### config.mk
export PLATFORM = sky130hd
export DESIGN_NAME = te_radio_enable_ctrl
export DESIGN_NICKNAME = d
export VERILOG_FILES = /design/src/rtl/te_radio_pkg.sv /design/src/rtl/te_sync_bit.sv /design/src/rtl/te_radio_enable_ctrl.sv
export SDC_FILE = /design/constraint.sdc
export NUM_CORES = 1
export LEC_CHECK = 0
export BUFFER_PORTS_ARGS = -buffer_cell sky130_fd_sc_hd__buf_2
export CAP_MARGIN = 10
export CORE_ASPECT_RATIO = 0.9
export CORE_MARGIN = 2
export CORE_UTILIZATION = 53
export DETAILED_ROUTE_END_ITERATION = 10
export HOLD_SLACK_MARGIN = 0.1
export PLACE_DENSITY = 0.77
export SYNTH_ARGS = -nofsm -noshare
export SYNTH_HDL_FRONTEND = slang
export SYNTH_SLANG_ARGS = --single-unit
### constraint.sdc
create_clock -name ck -period 2.3 [get_ports ck]
set_input_delay 0.23 -clock ck [delete_from_list [all_inputs] [get_ports ck]]
set_output_delay 0.23 -clock ck [all_outputs]
set_load 0.01 [all_outputs]
### src/rtl/te_radio_pkg.sv
// Shared types and default timing constants for the timing-engine radio-enable handshake.
//   te_radio_state_e  : handshake controller state encoding
//   *Default          : default values for the controller timing parameters
package te_radio_pkg;

  typedef enum logic [2:0] {
    StIdle,
    StSettle,
    StWaitAck,
    StActive,
    StWaitDrop,
    StError
  } te_radio_state_e;

  localparam int unsigned SettleCycDefault  = 4;
  localparam int unsigned AckTimeoutDefault = 8;
  localparam int unsigned SyncStagesDefault = 2;

endpackage

### src/rtl/te_sync_bit.sv
// N-flop single-bit synchroniser with asynchronous active-low reset to 0.
//   clk_i  : destination-domain clock
//   rst_ni : asynchronous active-low reset
//   d_i    : asynchronous input bit
//   q_o    : synchronised output (Stages cycles of latency)
module te_sync_bit #(
  parameter int unsigned Stages = 2
) (
  input  logic clk_i,
  input  logic rst_ni,
  input  logic d_i,
  output logic q_o
);

  logic [Stages-1:0] sync_q;
  logic [Stages-1:0] sync_d;

  always_comb begin
    sync_d = {sync_q[Stages-2:0], d_i};
  end

  always_ff @(posedge clk_i or negedge rst_ni) begin
    if (!rst_ni) begin
      sync_q <= '0;
    end else begin
      sync_q <= sync_d;
    end
  end

  assign q_o = sync_q[Stages-1];

endmodule

### src/rtl/te_radio_enable_ctrl.sv
// Timing-engine side of the radio-enable handshake. Opens one timed radio-on window per
// accepted start: settle, raise the request, wait for the synchronised feedback, hold for the
// programmed length, drop the request and wait for the feedback to fall.
//   ck / arst_n          : clock, asynchronous active-low reset
//   isolateM1M2          : isolation active, request must be released
//   start_i / stop_i     : open a window / terminate the active window early
//   on_cycles_i          : window length, sampled at an accepted start
//   radioEnable_i        : M2's registered radioEnable (asynchronous to this logic)
//   radioEnableSynced_o  : enable request toward M2
//   busy_o / active_o    : not idle / in the on-window
//   done_o               : one-cycle pulse on window completion
//   err_o / err_clr_i    : sticky handshake error and its clear
module te_radio_enable_ctrl
  import te_radio_pkg::*;
#(
  parameter int unsigned CNT_W       = 16,
  parameter int unsigned SETTLE_CYC  = SettleCycDefault,
  parameter int unsigned ACK_TIMEOUT = AckTimeoutDefault,
  parameter int unsigned SYNC_STAGES = SyncStagesDefault
) (
  input  logic             ck,
  input  logic             arst_n,
  input  logic             isolateM1M2,
  input  logic             start_i,
  input  logic             stop_i,
  input  logic [CNT_W-1:0] on_cycles_i,
  input  logic             radioEnable_i,
  output logic             radioEnableSynced_o,
  output logic             busy_o,
  output logic             active_o,
  output logic             done_o,
  output logic             err_o,
  input  logic             err_clr_i
);

  localparam int unsigned SetW = $clog2(SETTLE_CYC + 1);
  localparam int unsigned ToW  = $clog2(ACK_TIMEOUT + 1);

  localparam logic [SetW-1:0]  SettleLast = SetW'(SETTLE_CYC - 1);
  localparam logic [ToW-1:0]   ToLast     = ToW'(ACK_TIMEOUT - 1);
  localparam logic [CNT_W-1:0] WinOne     = CNT_W'(1);

  te_radio_state_e  state_q, state_d;
  logic [SetW-1:0]  settle_q, settle_d;
  logic [ToW-1:0]   to_q, to_d;
  logic [CNT_W-1:0] win_q, win_d;
  logic [CNT_W-1:0] len_q, len_d;
  logic             req_q, req_d;
  logic             busy_q, busy_d;
  logic             active_q, active_d;
  logic             done_q, done_d;
  logic             err_q, err_d;
  logic             fb;
  logic             start_ok;

  te_sync_bit #(
    .Stages (SYNC_STAGES)
  ) u_fb_sync (
    .clk_i  (ck),
    .rst_ni (arst_n),
    .d_i    (radioEnable_i),
    .q_o    (fb)
  );

  assign start_ok = (state_q == StIdle) && start_i && !isolateM1M2 && !err_q;

  // State and registered outputs.
  always_ff @(posedge ck or negedge arst_n) begin
    if (!arst_n) begin
      state_q  <= StIdle;
      settle_q <= '0;
      to_q     <= '0;
      win_q    <= '0;
      len_q    <= '0;
      req_q    <= 1'b0;
      busy_q   <= 1'b0;
      active_q <= 1'b0;
      done_q   <= 1'b0;
      err_q    <= 1'b0;
    end else begin
      state_q  <= state_d;
      settle_q <= settle_d;
      to_q     <= to_d;
      win_q    <= win_d;
      len_q    <= len_d;
      req_q    <= req_d;
      busy_q   <= busy_d;
      active_q <= active_d;
      done_q   <= done_d;
      err_q    <= err_d;
    end
  end

  // Next-state and counters. Counters only step while below their terminal value.
  always_comb begin
    state_d  = state_q;
    settle_d = settle_q;
    to_d     = to_q;
    win_d    = win_q;
    len_d    = len_q;
    unique case (state_q)
      StIdle: begin
        settle_d = '0;
        to_d     = '0;
        if (start_ok && (on_cycles_i != '0)) begin
          len_d   = on_cycles_i;
          state_d = StSettle;
        end
      end
      StSettle: begin
        if (isolateM1M2) begin
          to_d    = '0;
          state_d = StWaitDrop;
        end else if (settle_q >= SettleLast) begin
          to_d    = '0;
          state_d = StWaitAck;
        end else begin
          settle_d = settle_q + SetW'(1);
        end
      end
      StWaitAck: begin
        // Isolation beats both the acknowledge and the timeout: release without error.
        if (isolateM1M2) begin
          to_d    = '0;
          state_d = StWaitDrop;
        end else if (fb) begin
          win_d   = len_q;
          state_d = StActive;
        end else if (to_q >= ToLast) begin
          state_d = StError;
        end else begin
          to_d = to_q + ToW'(1);
        end
      end
      StActive: begin
        // Exit on the count's last cycle so the window lasts exactly on_cycles_i cycles;
        // a coincident stop_i yields the same single exit.
        if (isolateM1M2 || stop_i || (win_q <= WinOne)) begin
          to_d    = '0;
          state_d = StWaitDrop;
        end else begin
          win_d = win_q - WinOne;
        end
      end
      StWaitDrop: begin
        if (!fb) begin
          state_d = StIdle;
        end else if (to_q >= ToLast) begin
          state_d = StError;
        end else begin
          to_d = to_q + ToW'(1);
        end
      end
      StError: begin
        if (err_clr_i && !fb) begin
          state_d = StIdle;
        end
      end
      default: state_d = StIdle;
    endcase
  end

  // Output next values, derived from the state being entered so every output is a flop.
  always_comb begin
    req_d    = (state_d == StWaitAck) || (state_d == StActive);
    busy_d   = (state_d != StIdle);
    active_d = (state_d == StActive);
    err_d    = (state_d == StError);
    done_d   = ((state_q == StWaitDrop) && (state_d == StIdle)) ||
               (start_ok && (on_cycles_i == '0));
  end

  assign radioEnableSynced_o = req_q;
  assign busy_o              = busy_q;
  assign active_o            = active_q;
  assign done_o              = done_q;
  assign err_o               = err_q;

endmodule

==> flow_summary_export.csv, run 1 <==
group,metric,value,unit
timing,finalClockSkew,0.00353,ns
cts,cts_buffers,5,
die,die_w,78.3,µm
power,p_leak,1.42,nW
placement,io_buffer_count,27,
power,power_density,789,nW/µm²
grt,antenna_found_initial,0,
cts,cts_tree,"yes",
cts,clk_latency,0.30,ns
timing,maxSlewHeadroom,59.6,%
final_layout,ff_latch_area,1230,µm²
worst_setup_path,critPathLaunchType,"register",
worst_setup_path,crit_path_max_incr_delay,0.54,ns
job,cap_viol_max_count,0,
die,die-area,5540,µm²
worst_setup_path,crit_type,"register to register",
placement,dp_cells,362,
synthesis,syn_nets,291,
worst_setup_path,crit_path_end_kind,"register",
drt,vias,2361,
worst_hold_path,hold_path_class,"input port to register",
worst_setup_path,cpLargestDelayFamily,"simple AND/OR/NAND/NOR gates",
synthesis,synth_area_leaders,"dfrtp_1 47%, mux2_2 6.9%, a21oi_1 2.9%",
grt,overflow,0,
drt,post-route-drc-count,0,
synthesis,yosysTopAreaCell,"dfrtp_1",
synthesis,ys.flop_type,"dfrtp_1",
worst_setup_path,worstPathArrival,2.51,ns
timing,final_max_slew_viol_count,0,
grt,grt_pass1_vias,2146,
timing,fin_hold_ws,0.169,ns
timing,hold_violations,0,
drt,final_antenna_net_count,0,
synthesis,syn_inst,263,
final_layout,diodes,0,
grt,grt_pass1_wl,10500,µm
final_layout,fin_nets,338,
final_layout,layout-drive-gt1-share,28.7,%
final_layout,synthToLayoutAreaGrowth,18.4,%
cts,clk_pin_slew,0.09,ns
die,core,4800,µm²
drt,drtIter0Drc,317,
power,power,2.46,mW
timing,finalSetupTns,0,ns
final_layout,final_common_cell,"dfrtp_1",
worst_setup_path,crit_fanout,9,
cts,cts-root-buf,"clkbuf_8",
placement,dp_worst_setup_slack,0.0490,ns
cts,h-tree-depth,2,
die,die_h,70.8,µm
die,start_util,54.7,%
drt,wirelength,6550,µm
placement,dp_hpwl,4700,µm
synthesis,syn_area_per_cell,10.0,µm²
die,io_pins,28,
worst_setup_path,path_buf_inv,1,
timing,setup-violations-final,0,
timing,post-route-period-util,98.4,%
grt,track_usage,24.4,%
synthesis,yosysWarnings,0,
synthesis,syn_area,2630,µm²
drt,drt_pre_antenna_iters,5,
power,vdd_ir_drop_max,0.503,mV
synthesis,synth.top_cell.area_share,46.6,%
cts,cts.sinks,49,
final_layout,final_cell_mix,"49 x dfrtp_1, 27 x buf_2, 26 x buf_4",
grt,grt_max_degree,27,
placement,placed_cell_area,2950,µm²
synthesis,synth_cell_types,50,
timing,setup_slack,0.0378,ns
die,rows,24,
final_layout,multi_input_area,1300,µm²
drt,routed_via_density,6.30,
worst_setup_path,worstPathCellList,"or4_4 > or3_4 > o21a_1 > buf_4 > nor4b_1 > o22a_1",
worst_setup_path,critPathRequiredTime,2.55,ns
placement,globalplace.congestion,0.946,
drt,wl_per_cell,17.5,µm
synthesis,async_flop_share,100,%
timing,worst_slew_pin_slew,0.597,ns
synthesis,synth-edff-count,0,
run_status,run_status,"completed",
worst_setup_path,crit_slowest_cell,"or4_4",
timing,fmax,442,MHz
synthesis,yosysSeqAreaShare,46.6,%
cts,cts_buffer_depth,2,
final_layout,final_core_util,64.8,%
timing,period_needed,2.26,ns
final_layout,fillerInstances,390,
final_layout,postLayoutCellArea,3110,µm²
final_layout,fin_cells,375,
synthesis,synth-seq-cells,49,
-- state kept, by name (all words and copies together), names as in the netlist --
signal               cells
len_q                   16
win_q                   16
to_q                     4
settle_q                 3
state_q                  3
u_fb_sync.sync_q         2
active_o                 1
busy_o                   1
done_o                   1
err_o                    1
radioEnableSynced_o      1
-- power breakdown --
part | total [mW] | switching, mW | internal, mW
sequential | 1.23 | 0.163 | 1.07
combinational | 0.698 | 0.349 | 0.348
clock | 0.526 | 0.288 | 0.238
-- repair_timing --
item                                   4_1_cts  5_1_grt
resized for setup                            0        5
endpoints found under the hold margin       24        0
hold buffers                                 2        0
setup buffers                                0        4
setup endpoints to repair                    0       12
-- layer usage --
metal / wire length (µm) / GRT usage, %
met1: 2940 / 36.1
met2: 3050 / 36.5
met3: 469 / 4.97
met4: 99 / 7.60
met5: 0 / 0
-- kinds of logic (layout without fill, tap and decap cells) --
logic type	after synthesis	count (layout)	share of synthesized area, %
DFF	49	49	46.6
buffers and inverters	28	75	4.76
and+or+nand+nor	86	86	18.6
AOI/OAI and AO/OA	76	76	19.6
muxes	19	19	7.99
adders and majority gates	5	5	2.38
-- worst register-to-register path, cell delays in order (launching register included) --
cell and delay, ns:
dfrtp_1 0.43, or4_4 0.54, or3_4 0.40, o21a_1 0.19, buf_4 0.17, nor4b_1 0.30, o22a_1 0.18
-- path summary, 6_finish.rpt --
path / start / endpoint / slack [ns] / depth (start not counted)
max reg2reg: win_q[6]$_DFFE_PN0P_ / to_q[2]$_DFFE_PN0P_ / 0.04 / 6
min in group asynchronous: arst_n / u_fb_sync.sync_q[0]$_DFF_PN0_ / 0.44 / 2
min reg2reg: u_fb_sync.sync_q[0]$_DFF_PN0_ / u_fb_sync.sync_q[1]$_DFF_PN0_ / 0.37 / 0
min: on_cycles_i[12] / len_q[12]$_DFFE_PN0P_ / 0.17 / 2
max in group asynchronous: arst_n / len_q[11]$_DFFE_PN0P_ / 1.32 / 3
max: win_q[6]$_DFFE_PN0P_ / to_q[2]$_DFFE_PN0P_ / 0.04 / 6
-- cell type report --
cell class	count	area share [%]
multi-input combinational	186	41.8
tap	65	2.61
clock inverter	1	0.241
clock buffer	6	2.65
timing repair buffer	56	11.9
sequential	49	39.4
inverter	12	1.45
-- synthesized netlist by cell type, types with 5 or more instances --
library cell and count:
a21oi_1 15, a22oi_1 6, clkbuf_1 13, dfrtp_1 49
ha_1 5, inv_1 11, mux2_2 16, nand2_1 14
nand2b_1 6, nand3_1 5, nor2_1 17, nor3_1 11
nor4_1 9, o21ai_0 15, o22ai_1 7, o2bb2ai_1 7
o31ai_1 7
Note: power is estimated with default switching activity, not from simulation.
==> inputs of run 2 (changes only) <==
--- a/config.mk
+++ b/config.mk
@@ -13,6 +13,7 @@
 export DETAILED_ROUTE_END_ITERATION = 10
 export HOLD_SLACK_MARGIN = 0.1
 export PLACE_DENSITY = 0.77
+export REMOVE_ABC_BUFFERS = 1
 export SYNTH_ARGS = -nofsm -noshare
 export SYNTH_HDL_FRONTEND = slang
 export SYNTH_SLANG_ARGS = --single-unit
==> constraint.sdc (replaced) <==
create_clock -name ck -period 2.3 [get_ports ck]
set_input_delay 0.46 -clock ck [delete_from_list [all_inputs] [get_ports ck]]
set_output_delay 0.46 -clock ck [all_outputs]
set_load 0.01 [all_outputs]
==> flow_summary_export.csv, run 2 (synthesized netlist as in run 1, its figures left out) <==
group,metric,value,unit
final_layout,fin_nets,330,
timing,rsz0062_at_grt,"no",
die,io_pins,28,
timing,setup-violations-final,0,
timing,final_max_slew_viol_count,0,
drt,wirelength,6310,µm
final_layout,ff_latch_area,1230,µm²
power,power,2.43,mW
timing,fin_hold_ws,0.228,ns
drt,routed_via_density,6.15,
worst_setup_path,crit_type,"register to register",
final_layout,fin_cells,367,
final_layout,synthToLayoutAreaGrowth,17.0,%
worst_setup_path,worstPathCellList,"or4_4 > or3_4 > o21a_1 > buf_4 > mux2i_1 > o221a_2",
final_layout,final_cell_mix,"49 x dfrtp_1, 27 x buf_2, 19 x buf_4",
placement,placed_cell_area,2930,µm²
worst_setup_path,cpLargestDelayFamily,"simple AND/OR/NAND/NOR gates",
timing,finalClockSkew,0.00402,ns
grt,grt_max_degree,35,
grt,grt_pass1_vias,2191,
worst_setup_path,crit_path_end_kind,"register",
power,vdd_ir_drop_max,0.467,mV
worst_setup_path,rr_worst_depth,6,
drt,wl_per_cell,17.2,µm
die,rows,24,
cts,cts_tree,"yes",
final_layout,diodes,0,
die,start_util,54.7,%
worst_setup_path,cp_num_cells,6,
grt,grt_pass1_wl,10700,µm
drt,post-route-drc-count,0,
final_layout,final_core_util,64.0,%
worst_setup_path,critPathLaunchType,"register",
final_layout,final_common_cell,"dfrtp_1",
cts,h-tree-depth,2,
drt,final_antenna_net_count,0,
drt,drtIter0Drc,218,
run_status,run_status,"completed",
cts,cts_buffers,5,
final_layout,multi_input_area,1320,µm²
cts,cts.sinks,49,
power,power_density,789,nW/µm²
timing,maxSlewHeadroom,49.1,%
worst_setup_path,crit_path_max_incr_delay,0.55,ns
worst_setup_path,path_buf_inv,1,
final_layout,reg.largest.list,"len_q x16, win_q x16, to_q x4",
grt,overflow,0,
cts,cts_buffer_depth,2,
placement,io_buffer_count,27,
worst_setup_path,critPathRequiredTime,2.49,ns
cts,cts-root-buf,"clkbuf_8",
timing,hold_violations,0,
timing,fmax,445,MHz
die,die-area,5540,µm²
worst_setup_path,worstPathArrival,2.43,ns
worst_setup_path,crit_fanout,9,
die,die_h,70.8,µm
placement,dp_cells,358,
final_layout,fillerInstances,402,
grt,track_usage,24.6,%
power,p_leak,1.39,nW
final_layout,layout-drive-gt1-share,27.2,%
job,cap_viol_max_count,0,
timing,worst_slew_pin_slew,0.763,ns
final_layout,postLayoutCellArea,3080,µm²
die,die_w,78.3,µm
cts,clk_pin_slew,0.08,ns
drt,vias,2257,
worst_hold_path,hold_path_class,"input port to asynchronous set/reset pin",
grt,antenna_found_initial,0,
placement,globalplace.congestion,0.921,
timing,period_needed,2.24,ns
drt,drt_pre_antenna_iters,4,
die,core,4800,µm²
placement,dp_hpwl,4560,µm
timing,post-route-period-util,97.6,%
worst_setup_path,crit_slowest_cell,"or4_4",
cts,clk_latency,0.30,ns
[run 2: changes by cell type in the layout (fill, tap and decap cells not counted), sizes merged]
cell	delta
clkinvlp	-1
buf	-6
dlygate4sd3	-2
clkbuf	+1
[run 2: path summary, 6_finish.rpt]
check                                         startpoint                             to  slack [ns]
setup / recovery                    win_q[7]$_DFFE_PN0P_           win_q[7]$_DFFE_PN0P_        0.06
hold / removal                                    arst_n  u_fb_sync.sync_q[0]$_DFF_PN0_        0.23
setup reg to reg                    win_q[7]$_DFFE_PN0P_           win_q[7]$_DFFE_PN0P_        0.06
hold reg to reg            u_fb_sync.sync_q[0]$_DFF_PN0_  u_fb_sync.sync_q[1]$_DFF_PN0_        0.36
max in group asynchronous                         arst_n           len_q[9]$_DFFE_PN0P_        1.45
min in group ck                            radioEnable_i  u_fb_sync.sync_q[0]$_DFF_PN0_        0.26
[run 2: timing repair]
action / 4_1_cts / 5_1_grt
hold buffers: 0 / 0
setup endpoints to repair: 4 / 11
endpoints found under the hold margin: 0 / 0
resized for setup: 2 / 6
setup buffers: 0 / 2
pin swaps: 0 / 1
[run 2: cell type report]
class	count	share of cell area, %
Timing Repair Buffer	48	10.3
Sequential cell	49	39.9
Inverter	12	1.46
Clock buffer	7	2.81
Multi-Input combinational cell	186	42.9
Tap cell	65	2.64
[run 2: through the flow]
| stage | setup TNS (ns) | setup slack, ns |
|---|---|---|
| floorplan | -1.00 | -0.153 |
| global placement | 0 | 0.0420 |
| detailed placement | -0.0969 | -0.0400 |
| CTS | 0 | 0.0235 |
| global route | 0 | 0.0103 |
| finish | 0 | 0.0552 |
[run 2: where the power goes]
part           internal, mW  switching [mW]
logic                 0.353           0.331
registers              1.07           0.172
clock network         0.239           0.264
[run 2: worst reg2reg max path, cell delays in order (launching register included)]
cell and delay, ns:
dfrtp_1 0.41, or4_4 0.55, or3_4 0.41, o21a_1 0.19, buf_4 0.18, mux2i_1 0.13
o221a_2 0.27
[run 2: per-layer routing]
layer / vias up / GRT usage, % / share of wire (%)
li1: 1072 / - / -
met1: 1093 / 34.4 / 45
met2: 80 / 39.8 / 47
met3: 12 / 4.85 / 5.9
met4: 0 / 6.82 / 1.7
met5: - / 0 / 0
